--- config.mk ---
export PLATFORM = sky130hd
export DESIGN_NAME = time_counter_display
export DESIGN_NICKNAME = d
export VERILOG_FILES = /design/src/rtl/time_counter_display.sv
export SDC_FILE = /design/constraint.sdc
export NUM_CORES = 1
export LEC_CHECK = 0
export ABC_CLOCK_PERIOD_IN_PS = 1850
export CORE_MARGIN = 2
export CORE_UTILIZATION = 25
export DETAILED_ROUTE_END_ITERATION = 16
export GPL_TIMING_DRIVEN = 1
export PLACE_DENSITY = 0.58
export SYNTH_ARGS = -nofsm -noshare
export SYNTH_HDL_FRONTEND = slang
export SYNTH_SLANG_ARGS = --single-unit
--- constraint.sdc ---
create_clock -name clk -period 1.85 [get_ports clk]
set_input_delay 0.555 -clock clk [delete_from_list [all_inputs] [get_ports clk]]
set_output_delay 0.555 -clock clk [all_outputs]
set_load 0.005 [all_outputs]
--- src/rtl/time_counter_display.sv ---
// -----------------------------------------------------------------------------
// time_counter_display
//
// Purpose:
//   Seconds / mm:ss / hh:mm:ss BCD time counter driven by a 1 s tick derived
//   from clk. Counts up with wrap, or down with a stop at zero (timer mode).
//   It also scans the digits onto one shared 7-segment bus with an active-low
//   common line for each digit.
//
// Parameters:
//   CLK_HZ_DIV  clk cycles per 1 s tick (>= 2)
//   SCAN_DIV    clk cycles per digit scan slot (>= 1)
//   N_DIGITS    2 = ss, 4 = mm:ss, 6 = hh:mm:ss (only these values are legal)
//   COUNT_DOWN  0 = count up with wrap, 1 = count down and stop at zero
//
// Ports:
//   clk       in   system clock
//   rst       in   asynchronous reset, active-high
//   run       in   1 = prescaler advances; 0 = prescaler and time frozen
//   clear     in   synchronous: time := 0, prescaler := 0 (highest priority)
//   load      in   synchronous: time := load_bcd, prescaler := 0
//   load_bcd  in   BCD preset; digit 0 (seconds ones) is in bits [3:0]
//   time_bcd  out  current BCD time, packed the same way as load_bcd
//   wrap      out  1-cycle pulse when an up-count rolls from max to all zero
//   done      out  down mode only: high while time is zero and stopped
//   seg_com   out  digit enables, active-low; digit k drives bit 7-k
//   seg_data  out  segments {a,b,c,d,e,f,g,dp}, active-high
// -----------------------------------------------------------------------------
module time_counter_display #(
    parameter int CLK_HZ_DIV = 1000,
    parameter int SCAN_DIV   = 1,
    parameter int N_DIGITS   = 4,
    parameter int COUNT_DOWN = 0
) (
    input  logic                  clk,
    input  logic                  rst,
    input  logic                  run,
    input  logic                  clear,
    input  logic                  load,
    input  logic [4*N_DIGITS-1:0] load_bcd,
    output logic [4*N_DIGITS-1:0] time_bcd,
    output logic                  wrap,
    output logic                  done,
    output logic [7:0]            seg_com,
    output logic [7:0]            seg_data
);

    localparam int W        = 4 * N_DIGITS;
    localparam int N_FIELDS = N_DIGITS / 2;
    localparam int PRE_W    = $clog2(CLK_HZ_DIV);
    localparam int SLOT_W   = (SCAN_DIV > 1) ? $clog2(SCAN_DIV) : 1;
    localparam int IDX_W    = $clog2(N_DIGITS);
    localparam logic [PRE_W-1:0]  PRE_MAX  = PRE_W'(CLK_HZ_DIV - 1);
    localparam logic [SLOT_W-1:0] SLOT_MAX = SLOT_W'(SCAN_DIV - 1);
    localparam logic [IDX_W-1:0]  IDX_MAX  = IDX_W'(N_DIGITS - 1);
    localparam bit DOWN = (COUNT_DOWN != 0);

    // Increment one two-digit field. Result is {carry_out, new_field}.
    // Field 2 is hours (00..23); all others are 00..59.
    function automatic logic [8:0] field_inc(input logic [7:0] v, input logic is_hour);
        logic [8:0] r;
        if (is_hour ? (v == 8'h23) : (v == 8'h59))
            r = 9'h100;
        else if (v[3:0] == 4'd9)
            r = {1'b0, v[7:4] + 4'd1, 4'd0};
        else
            r = {1'b0, v[7:4], v[3:0] + 4'd1};
        return r;
    endfunction

    // Decrement one two-digit field. Result is {borrow_out, new_field}.
    function automatic logic [8:0] field_dec(input logic [7:0] v, input logic is_hour);
        logic [8:0] r;
        if (v == 8'h00)
            r = {1'b1, (is_hour ? 8'h23 : 8'h59)};
        else if (v[3:0] == 4'd0)
            r = {1'b0, v[7:4] - 4'd1, 4'd9};
        else
            r = {1'b0, v[7:4], v[3:0] - 4'd1};
        return r;
    endfunction

    function automatic logic [7:0] seg_code(input logic [3:0] d);
        logic [7:0] s;
        case (d)
            4'd0:    s = 8'hFC;
            4'd1:    s = 8'h60;
            4'd2:    s = 8'hDA;
            4'd3:    s = 8'hF2;
            4'd4:    s = 8'h66;
            4'd5:    s = 8'hB6;
            4'd6:    s = 8'hBE;
            4'd7:    s = 8'hE4;
            4'd8:    s = 8'hFE;
            4'd9:    s = 8'hF6;
            default: s = 8'h00;
        endcase
        return s;
    endfunction

    // ---------------------------------------------------------------- time path
    logic [PRE_W-1:0] pre;
    logic [PRE_W-1:0] nxt_pre;
    logic [W-1:0]     up_time;
    logic [W-1:0]     dn_time;
    logic [W-1:0]     nxt_time;
    logic             up_wrap;
    logic             nxt_wrap;
    logic             tick;
    logic             time_zero;

    assign tick      = run && (pre == PRE_MAX);
    assign time_zero = (time_bcd == '0);

    // Both the incremented and decremented time are formed every cycle; the
    // carry/borrow ripples through all fields within the same edge.
    always_comb begin : time_math
        logic       carry;
        logic       borrow;
        logic [8:0] r;
        up_time = time_bcd;
        dn_time = time_bcd;
        carry   = 1'b1;
        borrow  = 1'b1;
        r       = '0;
        for (int f = 0; f < N_FIELDS; f++) begin
            if (carry) begin
                r = field_inc(time_bcd[8*f +: 8], f == 2);
                up_time[8*f +: 8] = r[7:0];
                carry = r[8];
            end
            if (borrow) begin
                r = field_dec(time_bcd[8*f +: 8], f == 2);
                dn_time[8*f +: 8] = r[7:0];
                borrow = r[8];
            end
        end
        up_wrap = carry;
    end

    always_comb begin : time_next
        nxt_time = time_bcd;
        nxt_pre  = pre;
        nxt_wrap = 1'b0;
        if (clear) begin
            nxt_time = '0;
            nxt_pre  = '0;
        end else if (load) begin
            nxt_time = load_bcd;
            nxt_pre  = '0;
        end else if (tick) begin
            nxt_pre = '0;
            if (DOWN) begin
                // A timer sitting at zero ignores further ticks.
                if (!time_zero)
                    nxt_time = dn_time;
            end else begin
                nxt_time = up_time;
                nxt_wrap = up_wrap;
            end
        end else if (run) begin
            nxt_pre = pre + 1'b1;
        end
    end

    always_ff @(posedge clk or posedge rst) begin
        if (rst) begin
            time_bcd <= '0;
            pre      <= '0;
            wrap     <= 1'b0;
            done     <= 1'b0;
        end else begin
            time_bcd <= nxt_time;
            pre      <= nxt_pre;
            wrap     <= nxt_wrap;
            done     <= DOWN && (nxt_time == '0);
        end
    end

    // ---------------------------------------------------------------- scan path
    logic [SLOT_W-1:0] slot;
    logic [IDX_W-1:0]  idx;
    logic [3:0]        digit;
    logic              dp;

    always_comb begin
        digit = 4'd0;
        for (int k = 0; k < N_DIGITS; k++) begin
            if (int'(idx) == k)
                digit = time_bcd[4*k +: 4];
        end
    end

    // Decimal points mark the ss|mm and mm|hh separators.
    assign dp = (int'(idx) == 2) || (int'(idx) == 4);

    always_ff @(posedge clk or posedge rst) begin
        if (rst) begin
            slot     <= '0;
            idx      <= '0;
            seg_com  <= 8'hFF;
            seg_data <= 8'h00;
        end else begin
            // Outputs reflect the index and time from before this edge.
            seg_com  <= ~(8'h80 >> idx);
            seg_data <= seg_code(digit) | {7'd0, dp};
            if (slot == SLOT_MAX) begin
                slot <= '0;
                idx  <= (idx == IDX_MAX) ? '0 : idx + 1'b1;
            end else begin
                slot <= slot + 1'b1;
            end
        end
    end

endmodule

# Yosys cells after proc, flatten, opt, wreduce, memory -nomap -nowiden
# Memories as Yosys holds them, arrays and structs flattened.
# Index checks and enable logic that the tools add are counted.
dict set report word_totals {
  memories 1
  inputBits 21
  out_inout_bits 34
  wordCells 62
  rom_bits 112
  reg_bits 46
}
# memory depth width rd rd_clocked_by_memory_dff write_ports line
set mem_list {}
lappend mem_list {{(name not given)} 16 7 1 0 0 85} ;# case (d)
dict set report op_classes {
  muxes 22
  reduce_logical 10
  bitwise_logic 2
  eq_ne 9
  n_shift 1
  n_addsub 7
}
# cell count
set op_table {}
lappend op_table {{16-bit two-way mux} 3}
lappend op_table {{10-bit two-way mux} 4}
lappend op_table {{8-bit two-way mux} 3}
lappend op_table {{9-bit two-way mux} 2}
lappend op_table {{4-bit by 1-bit adder with 4-bit output (second input constant)} 4}
lappend op_table {{8-bit by 7-bit == test with 1-bit output (second input constant)} 2}
lappend op_table {{4-bit two-way mux} 4}
lappend op_table {{4-bit nonzero test} 3}
lappend op_table {{10-bit by 1-bit adder with 10-bit output (second input constant)} 1}
lappend op_table {{10-bit == test (second input constant)} 1}
lappend op_table {{4-bit == test (second input constant)} 2}
lappend op_table {{8-bit NOT} 1}
lappend op_table {{8-bit by 1-bit bitwise OR with 8-bit output} 1}
lappend op_table {{8-bit by 2-bit >> shifter with 8-bit output (first input constant)} 1}
lappend op_table {{2-bit == test (second input constant)} 3}
lappend op_table {{3-bit nonzero test} 2}
lappend op_table {{1-bit two-way mux} 5}
lappend op_table {{2-bit AND reduction} 2}
lappend op_table {{3-bit AND reduction} 1}
lappend op_table {{2-bit by 1-bit adder with 2-bit output (second input constant)} 1}
lappend op_table {{2-bit by 1-bit == test with 1-bit output (second input constant)} 1}
lappend op_table {{2-bit zero test} 1}
lappend op_table {{2-bit two-way mux} 1}
lappend op_table {{1-bit adder (second input constant)} 1}
lappend op_table {{1-bit logical AND} 1}

# Logic depth before layout (Yosys ltp)
# Gate-level depths: netlist of the first run.
dict set report logic_depth {
  ltp_word 7
  depth_mapped 10
  ltp_nobuf 9
}

# Worst setup path after synthesis of the first run
# OpenSTA, ideal clock, no wires.
dict set report synth_timing {
  path_kind {flip-flop to flip-flop}
  from {register idx[0]}
  to {register seg_data[2]}
  stages_incl_launch_ff 9
  t_arrival_ps 1849
  t_required_ps 1726
  setup_ps 124
  slack_ps -123
  synth_period_minus_slack_ps 1973
  n_path_buf 1
  path_cell_list {dfrtp_1 -> ha_1 -> clkbuf_1 -> nand2b_1 -> o22ai_1 -> a31oi_1 -> inv_1 -> ha_1 -> o31a_1}
}
dict set report synth_between {
  elab_chain_cells 7
  elab_cells_between_ends 10
  classes_between {3 x eq/ne; 4 x mux; 1 x bitwise; 1 x reduce/logical; 1 x memory}
}
# element line
set synth_lines {}
lappend synth_lines {{start, declared} 182} ;# logic [IDX_W-1:0] idx;
lappend synth_lines {{start signal, assigned} 209} ;# idx <= (idx == IDX_MAX) ? '0 : idx + 1'b1;
lappend synth_lines {{2-bit zero test} 189} ;# if (int'(idx) == k)
lappend synth_lines {{4-bit two-way mux (3 in series)} 189}
lappend synth_lines {{4-bit two-way mux *} 189}
lappend synth_lines {{memory 16 x 7 bit *} -}
lappend synth_lines {{8-bit by 1-bit bitwise OR with 8-bit output *} 206} ;# seg_data <= seg_code(digit) | {7'd0, dp};
lappend synth_lines {{end signal, assigned} 206}
lappend synth_lines {{end, declared} 45} ;# output logic [7:0] seg_data
# Mark *: on every way between the ends. The rest lies on a longest branch, timed or not.
# A chain may end at the register's enable or synchronous reset.

# Worst setup path in the final report of the first run
dict set report layout_timing {
  from {register idx[1]}
  to {register seg_data[4]}
}
dict set report layout_between {
  elab_cells_between_ends 10
  classes_between {3 x eq/ne; 4 x mux; 1 x bitwise; 1 x reduce/logical; 1 x memory}
}
# element line
set layout_rtl {}
lappend layout_rtl {{2-bit == test} -}
lappend layout_rtl {{net dp} 184} ;# logic dp;
lappend layout_rtl {{4-bit two-way mux (2 in series)} 189}
lappend layout_rtl {{memory 16 x 7 bit} -}
lappend layout_rtl {{8-bit by 1-bit bitwise OR with 8-bit output} 206}
# The timed path passes the listed nets, and every way through them passes these cells.

==> results.ini, run 1 <==
[sta]
fmax_ghz = 0.518
maxSlewViolCount = 0
setup_viol = 6
finalSetupTns_ps = -377
period_minus_slack_ps = 1930
setup_slack_ps = -82.4
period_share = 1.04
finalHoldViolCount = 0
rsz0062_at_grt = true
finalClockSkew_ps = 7.51

[pwr]
p_leak_uw = 0.00186
powerDensity_nw_per_um2 = 512
vdd_ir_drop_max_mv = 0.272

[critical_path]
r2r_start = idx[1]
cp-end-kind = flip-flop
critPathTopFamily = compound AO/OA/AOI/OAI gates
critPathBufInv = 3
critical_path.max_fanout = 5
cp-start-kind = flip-flop
startpoint = idx[1]
critPathKind = reg -> reg
max_stage_delay_ps = 410
arrival_ps = 2140
crit_path_top_delay_cell = dfrtp_1
worstPathCellList = buf_6, ha_4, buf_6, buf_6, nor3b_4, a211oi_4, mux2_4, o22ai_2
worstPathRequired_ps = 2060
crit_path_frequent_cell = buf_6

[layout]
diodes = 0
fillers = 1007
multi_input_area_um2 = 1700
seqCellArea_um2 = 1040
final_util = 0.409
final_nets = 442
syn_to_final_growth_pct = 58.5
layout-drive-gt1-share = 0.350

[yosys]
synth-edff-count = 0
async_flop_share = 1.00
synthFlopType = dfrtp_1
synth-seq-cells = 41
ys_types = 57
synth_area_um2 = 2660
post_synth.cell_area_avg_um2 = 9.54
yosysWarnings = 0
synth_cells = 279
seq_area_frac_synth = 0.387

[clocking]
h-tree-depth = 2
clock_path_buffers = 2
hold_buffers = 0
cts_buffers = 5
insertion_delay_ps = 290
cts_tree = done
cts.sinks = 41
cts-root-buf = clkbuf_8
clk_pin_slew_ps = 80

[route]
ant_nets = 0
viasPerCell = 4.72
vias = 2546
wire_per_inst_um = 14.2
drc_errors = 0
dr.first_iter.drc_count = 97
drt-total-wl_mm = 7.65
first_pass_iters = 4

[global_route]
grt_pass1_vias = 2509
grt_pass1_wl_mm = 12.3
grt_start_max_net_pins = 28
antenna_found_initial = 0
grt.total_usage = 0.134
grt-ovfl-total = 0

[run_status]
status = complete, but fails checks
violations = negative setup slack

[placed_design]
gp_congestion = 0.826
place_hpwl_mm = 5.43
pre_cts_ws_ps = -516
portBuffers = 49

[floorplan]
dieArea_um2 = 11500
die_h_um = 107
core_um2 = 10300
die_x_um = 107
initial_utilization = 0.258
num_rows = 37
io-pin-count = 55

[job]
maxCapViolations = 0

[min_path]
min_path_type = reg -> reg
hp-start = pre[2]

==> tightest hold or removal path: stages, from the launching register on <==
cell	delay, ps
dfrtp_1	390
xor2_1	80
nor2_1	70
==> metrics by stage <==
stage | power (µW) | cells | area, µm² | hold slack [ps]
2_1_floorplan | 1170 | 282 | 2690 | 450
6_report | 2160 | 539 | 4220 | 583
3_3_place_gp | 1410 | 503 | 3650 | 468
3_5_place_dp | 1410 | 503 | 3650 | 482
5_1_grt | 2270 | 539 | 4220 | 619
4_1_cts | 2160 | 522 | 3950 | 526
==> power breakdown <==
part | internal [µW] | leakage, µW | switching, µW
clock | 401 | 0.0000552 | 317
combinational | 267 | 0.00129 | 207
sequential | 940 | 0.000510 | 29.2
==> registers in the layout (all words and copies together) (netlist names) <==
signal / cells
seg_data: 8
idx: 2
wrap: 1
pre: 10
seg_com: 4
time_bcd: 16
==> logic make-up (layout without fill, tap and decap cells) <==
kind of cell	after synthesis	after routing	share of synthesized area
AND/OR/NAND/NOR	102	102	0.219
AO/OA/AOI/OAI	64	64	0.193
flip-flops	41	41	0.387
buffers and inverters	37	158	0.0592
adder cells (fa/ha/maj)	19	19	0.0893
XOR/XNOR	10	10	0.0329
multiplexers	4	4	0.0160
other	2	5	0.00282
==> timing repair <==
item                       CTS  global route
setup buffers               11            17
setup endpoints to repair   40            28
resized for setup           38            41
pin swaps                    6            13
==> synth_stat cells, types with 2 or more instances <==
library cell	instances	area [µm²]
a211o_1	3	26.3
a211oi_1	4	30.0
a21boi_0	3	22.5
a21oi_1	7	35.0
a22oi_1	2	15.0
a311oi_1	4	35.0
a31oi_1	2	12.5
and2_1	2	12.5
and3b_1	4	35.0
buf_4	5	37.5
clkbuf_1	10	37.5
conb_1	2	7.51
dfrtp_1	37	926
dfstp_2	4	105
ha_1	19	238
inv_1	22	82.6
mux2_2	2	22.5
mux2i_1	2	20.0
nand2_1	18	67.6
nand2b_1	8	50.1
nand3_1	9	45.0
nand3b_1	6	45.0
nor2_1	26	97.6
nor2b_1	2	12.5
nor3_1	11	55.1
nor3b_1	3	22.5
nor4_1	2	12.5
o211ai_1	4	30.0
o21ai_0	6	30.0
o22ai_1	7	43.8
o31ai_1	3	22.5
o32ai_1	3	26.3
o41ai_1	2	17.5
or2_2	3	18.8
or3_1	2	12.5
xnor2_1	9	78.8
==> metal layers <==
| metal | track usage | vias to the layer above | wire, µm |
|---|---|---|---|
| met3 | 0.0237 | 2 | 406 |
| met1 | 0.187 | 1221 | 3620 |
| met4 | 0.0371 | 0 | 55 |
| met2 | 0.212 | 80 | 3570 |
| li1 | - | 1243 | - |
| met5 | 0 | - | 0 |
==> final cells by class <==
type / instances / area share
Multi-Input combinational cell: 204 / 0.402
Tap cell: 136 / 0.0403
Inverter: 22 / 0.0196
Clock inverter: 2 / 0.00830
Sequential cell: 41 / 0.247
Clock buffer: 6 / 0.0172
Timing Repair Buffer: 128 / 0.266
==> cell usage in the layout (no fill, tap or decap), drive strengths merged, types with 3 or more instances in the layout <==
cell type / count
a211o: 3
a211oi: 5
a21boi: 3
a21oi: 7
a311oi: 4
and3b: 4
buf: 79
clkbuf: 6
clkdlybuf4s50: 35
conb: 5
dfrtp: 37
dfstp: 4
dlygate4sd2: 8
dlymetal6s2s: 6
ha: 19
inv: 22
nand2: 18
nand2b: 8
nand3: 9
nand3b: 6
nor2: 26
nor3: 11
nor3b: 3
nor4: 3
o211ai: 4
o21ai: 7
o22ai: 7
o31ai: 3
o32ai: 3
o41ai: 3
or2: 3
xnor2: 9
==> path summary, 6_finish.rpt <==
path / to / slack [ps] / cells past startpoint
max in group asynchronous: time_bcd[6] / 880 / 3
min reg2reg: pre[2] / 580 / 2
max reg2reg: seg_data[4] / -80 / 8
min in group asynchronous: seg_data[3] / 590 / 3
max: seg_data[4] / -80 / 8
min: pre[2] / 580 / 2
Power figures use the tool's default switching activity.
==> run 2, diff against run 1 <==
--- a/config.mk
+++ b/config.mk
@@ -6,11 +6,14 @@
 export NUM_CORES = 1
 export LEC_CHECK = 0
 export ABC_CLOCK_PERIOD_IN_PS = 1850
+export CAP_MARGIN = 5
 export CORE_MARGIN = 2
 export CORE_UTILIZATION = 25
 export DETAILED_ROUTE_END_ITERATION = 16
 export GPL_TIMING_DRIVEN = 1
 export PLACE_DENSITY = 0.58
+export REMOVE_ABC_BUFFERS = 1
 export SYNTH_ARGS = -nofsm -noshare
 export SYNTH_HDL_FRONTEND = slang
 export SYNTH_SLANG_ARGS = --single-unit
+export TNS_END_PERCENT = 1
==> run 2 against run 1 <==
The run still ends with negative setup slack left; wire length down 3.0%; critical path depth down 1; register-to-register slack better by 70 ps; clock power up 3.2%; cell count down 3.7%.
==> results.ini, run 2 (synthesized netlist as in run 1, its figures left out) <==
[critical_path]
cp-start-kind = flip-flop  ; unchanged
cp-end-kind = flip-flop  ; unchanged
crit_path_frequent_cell = o211ai_1  ; was buf_6
worstPathRequired_ps = 2030  ; was 2060 ps
worstPathCellList = inv_1, ha_2, nand3b_1, or4_4, buf_4, o211ai_1, o211ai_1  ; was buf_6, ha_4, buf_6, buf_6, nor3b_4, a211oi_4, mux2_4, o22ai_2
critPathTopFamily = simple AND/OR/NAND/NOR gates  ; was compound AO/OA/AOI/OAI gates
crit_path_top_delay_cell = or4_4  ; was dfrtp_1
critPathBufInv = 2  ; was 3
arrival_ps = 2050  ; was 2140 ps
critical_path.max_fanout = 3  ; was 5
critPathKind = reg -> reg  ; unchanged
max_stage_delay_ps = 480  ; was 410 ps

[route]
drt-total-wl_mm = 7.42  ; was 7.65 mm
ant_nets = 0  ; unchanged
viasPerCell = 4.69  ; was 4.72
first_pass_iters = 4  ; unchanged
vias = 2435  ; was 2546
dr.first_iter.drc_count = 175  ; was 97
wire_per_inst_um = 14.3  ; was 14.2 µm
drc_errors = 0  ; unchanged

[clocking]
insertion_delay_ps = 300  ; was 290 ps
hold_buffers = 0  ; unchanged
cts-root-buf = clkbuf_8  ; unchanged
cts_buffers = 5  ; unchanged
h-tree-depth = 2  ; unchanged
cts_tree = done  ; unchanged
clock_path_buffers = 2  ; unchanged
clk_pin_slew_ps = 90  ; was 80 ps
cts.sinks = 41  ; unchanged

[floorplan]
num_rows = 37  ; unchanged
dieArea_um2 = 11500  ; unchanged
die_x_um = 107  ; unchanged
die_h_um = 107  ; unchanged
initial_utilization = 0.258  ; unchanged
io-pin-count = 55  ; unchanged
core_um2 = 10300  ; unchanged

[run_status]
status = complete, but fails checks  ; unchanged
violations = negative setup slack  ; unchanged

[layout]
final_nets = 422  ; was 442
final_common_cell = buf_4  ; unchanged
seqCellArea_um2 = 1040  ; about the same
syn_to_final_growth_pct = 51.2  ; was 58.5%
layout-drive-gt1-share = 0.329  ; was 0.350
multi_input_area_um2 = 1660  ; was 1700 µm²
final_util = 0.390  ; was 0.409
largest_reg_flops = 16  ; unchanged
diodes = 0  ; unchanged
fillers = 1040  ; was 1007
regMostFlops = time_bcd  ; unchanged
final_cell_mix = 54 x buf_4, 30 x clkdlybuf4s50_1, 26 x dfrtp_1  ; was 70 x buf_4, 35 x clkdlybuf4s50_1, 29 x dfrtp_1
biggestRegsByFlops = time_bcd: 16 flops, pre: 10 flops, seg_data: 8 flops  ; unchanged

[sta]
rsz0062_at_grt = true  ; unchanged
finalHoldViolCount = 0  ; unchanged
maxSlewViolCount = 0  ; unchanged
setup_viol = 4  ; was 6
period_share = 1.01  ; was 1.04
fmax_ghz = 0.536  ; was 0.518 GHz
setup_slack_ps = -16.7  ; was -82.4 ps
period_minus_slack_ps = 1870  ; was 1930 ps
finalClockSkew_ps = 8.12  ; was 7.51 ps

[placed_design]
place_hpwl_mm = 5.45  ; was 5.43 mm
portBuffers = 49  ; unchanged
gp_congestion = 0.875  ; was 0.826

[global_route]
grt_start_max_net_pins = 42  ; was 28
grt_pass1_vias = 2490  ; was 2509
antenna_found_initial = 0  ; unchanged
grt_pass1_wl_mm = 12.1  ; was 12.3 mm
grt-ovfl-total = 0  ; unchanged
grt.total_usage = 0.132  ; was 0.134

[pwr]
p_leak_uw = 0.00174  ; was 0.00186 µW
powerDensity_nw_per_um2 = 537  ; was 512 nW/µm²
vdd_ir_drop_max_mv = 0.297  ; was 0.272 mV
power_uw = 2160  ; about the same

[min_path]
min_path_type = reg -> reg  ; unchanged

[job]
maxCapViolations = 0  ; unchanged

run 2: changes by cell type in the layout (fill, tap and decap cells not counted), moves of 3 or more:
cell             before  now
buf_4                70   54
dlygate4sd2_1         8   15
buf_6                 9    4
clkdlybuf4s50_1      35   30
dfrtp_1              29   26
dfrtp_2               8   11
run 2: through the flow:
stage	hold WS, ps	setup slack [ps]	area [µm²]	TNS, ps	cells
2_1_floorplan	450	-214	2600	-1000	267
3_3_place_gp	469	-506	3670	-10390	505
3_5_place_dp	476	-550	3670	-11070	505
4_1_cts	513	-56.5	3850	-294	516
5_1_grt	570	-93.8	4030	-864	519
6_report	530	-16.7	4030	-43.7	519
run 2: metal layers:
layer,part of all wire,GRT usage,up-vias,routed length (µm)
met1,0.44,0.171,1169,3260
met4,0.011,0.0250,0,78
met2,0.50,0.227,63,3740
li1,-,-,1197,-
met3,0.045,0.0292,6,332
met5,0,0,-,0
run 2: worst paths after layout:
path | start | to | slack (ps) | cells after the start
max reg2reg | time_bcd[1] | time_bcd[14] | -20 | 7
min in group asynchronous | rst | seg_data[6] | 620 | 3
max in group asynchronous | rst | seg_com[4] | 970 | 3
max | time_bcd[1] | time_bcd[14] | -20 | 7
min | pre[1] | pre[1] | 530 | 2
min reg2reg | pre[1] | pre[1] | 530 | 2
run 2: cell type report:
cell class / count / share of cell area
Clock buffer: 6 / 0.0180
Clock inverter: 2 / 0.00964
Inverter: 22 / 0.0211
Multi-Input combinational cell: 204 / 0.413
Sequential cell: 41 / 0.260
Tap cell: 136 / 0.0423
Timing Repair Buffer: 108 / 0.237
run 2: tightest hold or removal path, stage by stage, from the launching register on:
cell     delay [ps]
dfrtp_1         380
nand2_1          60
o21ai_0          60
run 2: report_power, final:
| group | switching [µW] | internal, µW | leakage [µW] | total [µW] |
|---|---|---|---|---|
| Clock | 336 | 405 | 0.0000554 | 741 |
| Sequential | 34.9 | 940 | 0.000505 | 975 |
| Combinational | 196 | 247 | 0.00118 | 443 |
| Total | 567 | 1590 | 0.00174 | 2160 |
run 2: what timing repair did:
item,CTS,global route
hold endpoints to repair,0,0
buffers inserted,3,3
setup endpoints to repair,47,26
pin swaps,4,12
resized for setup,41,37
